**src/rtl/alu_sequencer.sv**
```systemverilog
`default_nettype none
// ============================================================================
// Module      : alu_sequencer
// Description : Handshaked requester front-end for the combinational ALU
//               select unit: latches one op, waits a settle time, returns x.
// Revision    : 1.0 - initial release
// ============================================================================
module alu_sequencer #(
    parameter int WIDTH         = 8,
    parameter int SETTLE_CYCLES = 1
) (
    input  logic             clk,
    input  logic             reset,
    input  logic             req_valid,
    output logic             req_ready,
    input  logic [3:0]       req_sel,
    input  logic [WIDTH-1:0] req_a,
    input  logic [WIDTH-1:0] req_b,
    output logic [3:0]       alu_sel,
    output logic [WIDTH-1:0] alu_a,
    output logic [WIDTH-1:0] alu_b,
    input  logic [WIDTH-1:0] alu_x,
    output logic             rsp_valid,
    input  logic             rsp_ready,
    output logic [3:0]       rsp_sel,
    output logic [WIDTH-1:0] rsp_x,
    output logic [15:0]      op_count
);

    typedef enum logic [1:0] {
        ST_IDLE   = 2'd0,
        ST_SETTLE = 2'd1,
        ST_RESP   = 2'd2
    } state_t;

    localparam logic [3:0] c_settle_load = 4'(SETTLE_CYCLES - 1);

    if (SETTLE_CYCLES < 1 || SETTLE_CYCLES > 15) begin : g_bad_settle
        $error("alu_sequencer: SETTLE_CYCLES must be within 1..15");
    end

    state_t           r_state;
    state_t           w_state_nxt;
    logic [3:0]       r_cnt;
    logic [3:0]       w_cnt_nxt;
    logic [3:0]       r_alu_sel;
    logic [3:0]       w_alu_sel_nxt;
    logic [WIDTH-1:0] r_alu_a;
    logic [WIDTH-1:0] w_alu_a_nxt;
    logic [WIDTH-1:0] r_alu_b;
    logic [WIDTH-1:0] w_alu_b_nxt;
    logic [3:0]       r_rsp_sel;
    logic [3:0]       w_rsp_sel_nxt;
    logic [WIDTH-1:0] r_rsp_x;
    logic [WIDTH-1:0] w_rsp_x_nxt;
    logic             r_rsp_valid;
    logic             w_rsp_valid_nxt;
    logic [15:0]      r_op_count;
    logic [15:0]      w_op_count_nxt;

    always_ff @(posedge clk or posedge reset) begin
        if (reset) begin
            r_state     <= ST_IDLE;
            r_cnt       <= 4'd0;
            r_alu_sel   <= 4'd0;
            r_alu_a     <= '0;
            r_alu_b     <= '0;
            r_rsp_sel   <= 4'd0;
            r_rsp_x     <= '0;
            r_rsp_valid <= 1'b0;
            r_op_count  <= 16'd0;
        end else begin
            r_state     <= w_state_nxt;
            r_cnt       <= w_cnt_nxt;
            r_alu_sel   <= w_alu_sel_nxt;
            r_alu_a     <= w_alu_a_nxt;
            r_alu_b     <= w_alu_b_nxt;
            r_rsp_sel   <= w_rsp_sel_nxt;
            r_rsp_x     <= w_rsp_x_nxt;
            r_rsp_valid <= w_rsp_valid_nxt;
            r_op_count  <= w_op_count_nxt;
        end
    end

    // ALU drive registers only move on accept, so the ALU inputs stay
    // quiet from one request to the next.
    always_comb begin
        w_state_nxt     = r_state;
        w_cnt_nxt       = r_cnt;
        w_alu_sel_nxt   = r_alu_sel;
        w_alu_a_nxt     = r_alu_a;
        w_alu_b_nxt     = r_alu_b;
        w_rsp_sel_nxt   = r_rsp_sel;
        w_rsp_x_nxt     = r_rsp_x;
        w_rsp_valid_nxt = r_rsp_valid;
        w_op_count_nxt  = r_op_count;
        case (r_state)
            ST_IDLE: begin
                if (req_valid) begin
                    w_alu_sel_nxt = req_sel;
                    w_alu_a_nxt   = req_a;
                    w_alu_b_nxt   = req_b;
                    w_rsp_sel_nxt = req_sel;
                    w_cnt_nxt     = c_settle_load;
                    w_state_nxt   = ST_SETTLE;
                end
            end
            ST_SETTLE: begin
                if (r_cnt != 4'd0) begin
                    w_cnt_nxt = r_cnt - 4'd1;
                end else begin
                    w_rsp_x_nxt     = alu_x;
                    w_rsp_valid_nxt = 1'b1;
                    w_state_nxt     = ST_RESP;
                end
            end
            ST_RESP: begin
                if (rsp_ready) begin
                    w_rsp_valid_nxt = 1'b0;
                    w_op_count_nxt  = r_op_count + 16'd1;
                    w_state_nxt     = ST_IDLE;
                end
            end
            default: begin
                w_state_nxt = ST_IDLE;
            end
        endcase
    end

    assign req_ready = (r_state == ST_IDLE);
    assign alu_sel   = r_alu_sel;
    assign alu_a     = r_alu_a;
    assign alu_b     = r_alu_b;
    assign rsp_sel   = r_rsp_sel;
    assign rsp_x     = r_rsp_x;
    assign rsp_valid = r_rsp_valid;
    assign op_count  = r_op_count;

endmodule
`default_nettype wire

```
**config.mk**
```make
export PLATFORM = sky130hd
export DESIGN_NAME = alu_sequencer
export DESIGN_NICKNAME = d
export VERILOG_FILES = /design/src/rtl/alu_sequencer.sv
export SDC_FILE = /design/constraint.sdc
export NUM_CORES = 1
export LEC_CHECK = 0
export ABC_AREA = 1
export CORE_MARGIN = 2
export CORE_UTILIZATION = 48
export CTS_CLUSTER_SIZE = 30
export DETAILED_ROUTE_END_ITERATION = 16
export PLACE_DENSITY_LB_ADDON = 0.15
export SYNTH_ARGS = -nofsm -noshare
export SYNTH_HDL_FRONTEND = slang
export SYNTH_SLANG_ARGS = --single-unit
```
**constraint.sdc**
```tcl
create_clock -name clk -period 3.7 [get_ports clk]
set_input_delay 0.555 -clock clk [delete_from_list [all_inputs] [get_ports clk]]
set_output_delay 0.555 -clock clk [all_outputs]
set_load 0.02 [all_outputs]
```
==> out/metrics.cfg <==
[cts]
htreeDepth = 2
clkSlewWorstSetupHoldPaths_ns = 0.08
cts_resized = 0
clock_path_buffers = 2
sink_count_of_the_clock_tree = 51
clk-insertion-delay-late_ns = 0.30
root_buf_cell = sky130_fd_sc_hd__clkbuf_8
cts_made_buffers = 5
hold_buffers = 0
cts_tree = built
number_of_buffers_inserted_to_repair_setup_after_cts = 0

[timing]
timing.final.crit_share_pct = 55.6
slew-limit-headroom_pct = 32.0
timing.final.crit_period_ns = 2.06
report.final.hold_viol_count = 0
tns_ns = 0
rsz0062_at_grt = no
fin_worst_skew_ns = 0.00451
drv_slew = 0
timing.fmax_ghz = 0.486
final_setup_margin_ns = 1.64
worst_hold_slack_ns = 0.489
slew_at_the_pin_closest_to_its_max_slew_limit_ns = 1.02
setup_viol_count_final = 0

[power_and_ir_drop]
clkPwrFrac_pct = 16.6
p_sw_uw = 934
finalPower_mw = 2.41
cellPowerDensity_nw_per_um2 = 747
cell_internal_pwr_mw = 1.48
switching_fraction_pct = 38.7
sequential_power_share_pct = 37.0
vdd_ir_drop_max_mv = 0.445
comb_power_share_pct = 46.5
p_leak_nw = 1.59

[place]
post-dp-hpwl_um = 3340
io_buffers = 81
placer_s_final_routability_congestion_estimate = 0.758
worst_setup_slack_post_dpl_ns = 1.40
detailed_place.area_um2 = 3110

[global_route]
antenna_found_initial = 0
grt_pass1_vias = 1825
grt_pass1_wl_um = 8110
global_route.overflow_total = 0
grt_use_total_pct = 19.7
pin_count_of_the_biggest_net_entering_global_routing = 52

[setup_path]
worstPathRequired_ns = 3.14
critical_path_peak_fanout = 4
cpMaxStageDelayCell = sky130_fd_sc_hd__clkdlybuf4s50_1
r2r.worst_path.cells = 5
crit_arrival_ns = 1.50
critPathLaunchType = register
ff2ff_setup_slack_ns = 1.83
timing.critical_path.buf_inv = 1
path_cells = nor2_1, clkdlybuf4s50_1
setup.worst_path.end_class = output port
critical_path_s_top_delay_family = buffers and inverters
stage_delay_of_the_slowest_cell_on_the_critical_path_ns = 0.63
crit_type = reg -> out
r2r_start = r_state[0]$_DFFE_PP0P_
worstReg2RegEnd = rsp_sel[1]$_DFFE_PP0P_

[routing]
number_of_optimization_iterations_in_the_first_detailed_route_pass = 4
drt_iter0_drc = 137
drt-wirelength-per-cell_um = 11.9
final_antenna_net_count = 0
number_of_vias_per_cell = 4.71
post_detailed_route_drc_marker_count = 0
wirelength_um = 4740
routed-via-count = 1880

[synth]
mappedNetlistArea_um2 = 2300
ys_seq_elements = 51
yosys-top-cells-count = 108 x sky130_fd_sc_hd__nand2_1, 51 x sky130_fd_sc_hd__dfrtp_1, 27 x sky130_fd_sc_hd__inv_1, 13 x sky130_fd_sc_hd__o21ai_1, 12 x sky130_fd_sc_hd__nor2_1
synth_most_common_cell = sky130_fd_sc_hd__nand2_1
postSynth.asyncResetShare_pct = 100
yosys.area.top_type_share_pct = 55.4
synthSimpleGateAreaFrac_pct = 28.0
mappedNetlistNets = 301
combinational_family_with_the_most_area_after_synthesis = simple AND/OR/NAND/NOR gates
synth_flop_cell = sky130_fd_sc_hd__dfrtp_1
synth_area_leader_cell = sky130_fd_sc_hd__dfrtp_1
post_synth_mux_area_share_pct = 0
syn-instance-count = 266
mean_instance_size_in_the_synthesized_netlist_um2 = 8.66
synth_fa_ha_area_share_pct = 1.63
ys.warnings.count = 0
yosys.area_share.xor_xnor_pct = 3.42
synth_sequential_area_ratio_pct = 55.4
synth_edf_count = 0
synth_cell_type_count = 23
synthTopCellsByArea = sky130_fd_sc_hd__dfrtp_1 55%, sky130_fd_sc_hd__nand2_1 18%, sky130_fd_sc_hd__inv_1 4.4%
synth_compound_gate_area_share_pct = 3.37

[job]
maximum_capacitance_violations = 0

[die]
initial_core_util_pct = 49.4
design.die.area_um2 = 5370
die_w_um = 73.3
design.core.area_um2 = 4660
vertical_die_dimension_um = 73.3
num_rows = 25
io_pins = 82

[worst_hold_path]
min_delay_src = alu_a[7]$_DFFE_PP0P_
worst_hold_path.num_cells = 2
min_delay_worst_endpoint = alu_a[7]$_DFFE_PP0P_
worst_hold_class = reg -> reg

[layout]
n_antenna_cell = 0
final_area_um2 = 3230
fin_nets = 379
flow.area_growth_from_synthesis_pct = 40.1
drive_gt1_share_pct = 6.96

[run_status]
run_status = completed

-- stage by stage --
step	util, %	cells
finish	69.3	399
global placement	66.7	391
CTS	69.3	399
detailed placement	66.7	391
global route	69.3	399
floorplan	-	266
-- metal layers --
metal	up-vias	wire length (µm)	share of wire [%]	global-route usage, %
met4	0	86	1.8	7.82
met5	-	0	0	0
met2	62	2100	44	30.6
met3	9	368	7.8	7.27
li1	967	-	-	-
met1	842	2190	46	25.1
-- kinds of logic (layout without fill, tap and decap cells) --
logic type / after synthesis / in the layout
buffers and inverters: 41 / 120
XOR/XNOR: 9 / 9
AO/OA/AOI/OAI: 15 / 15
flip-flops: 51 / 51
AND/OR/NAND/NOR: 147 / 147
adder cells (fa/ha/maj): 3 / 3
-- layout make-up --
class,count,area [µm²]
Inverter,31,116
Timing Repair Buffer,81,811
Sequential cell,51,1280
Clock inverter,2,35.0
Tap cell,54,67.6
Clock buffer,6,82.6
Multi-Input combinational cell,174,840
Fill cell,386,1430
-- registers in the layout, indices dropped and copies added (netlist names) --
name	cells
rsp_sel	4
alu_a	8
rsp_valid	1
alu_b	8
r_state	2
rsp_x	8
op_count	16
r_cnt	4
-- worst register-to-register path, cell delays in order, from the launching register on --
cell and delay (ns):
sky130_fd_sc_hd__dfrtp_1 0.42, sky130_fd_sc_hd__nor2_1 0.16, sky130_fd_sc_hd__nand2_1 0.49, sky130_fd_sc_hd__inv_2 0.53, sky130_fd_sc_hd__nand2_1 0.13, sky130_fd_sc_hd__nand2_1 0.09
-- power groups by stage --
stage | sequential (mW) | combinational, mW | clock, mW
after floorplan | 1.09 | 0.464 | 0
after global placement | 0.900 | 1.11 | 0
after detailed placement | 0.897 | 1.13 | 0
after CTS | 0.894 | 1.14 | 0.405
after global routing | 0.916 | 1.23 | 0.427
final | 0.891 | 1.12 | 0.400
-- worst max path at each step --
stage / to / slack [ns] / cells past startpoint / start
3_3_place_gp: r_cnt[3]$_DFFE_PP0P_ / 1.42 / 4 / req_valid
2_1_floorplan: alu_a[0]$_DFFE_PP0P_ / 1.92 / 1 / reset
4_1_cts: req_ready / 1.62 / 2 / r_state[0]$_DFFE_PP0P_
3_5_place_dp: alu_b[4]$_DFFE_PP0P_ / 1.40 / 5 / req_valid
6_report: req_ready / 1.64 / 2 / r_state[0]$_DFFE_PP0P_
5_1_grt: req_ready / 1.53 / 2 / r_state[0]$_DFFE_PP0P_
-- layout by cell type, fill, tap and decap left out, drive strengths merged --
| cell | instances |
|---|---|
| nand2 | 108 |
| clkdlybuf4s50 | 81 |
| xnor2 | 5 |
| nand4 | 5 |
| nor3 | 5 |
| nand3b | 1 |
| inv | 31 |
| o31ai | 1 |
| bufinv | 1 |
| nor2 | 16 |
| dfrtp | 51 |
| ha | 3 |
| o21ai | 13 |
| nand3 | 12 |
| clkinv | 1 |
| clkbuf | 6 |
| xor2 | 4 |
| a21oi | 1 |
Power figures use the tool's default switching activity.
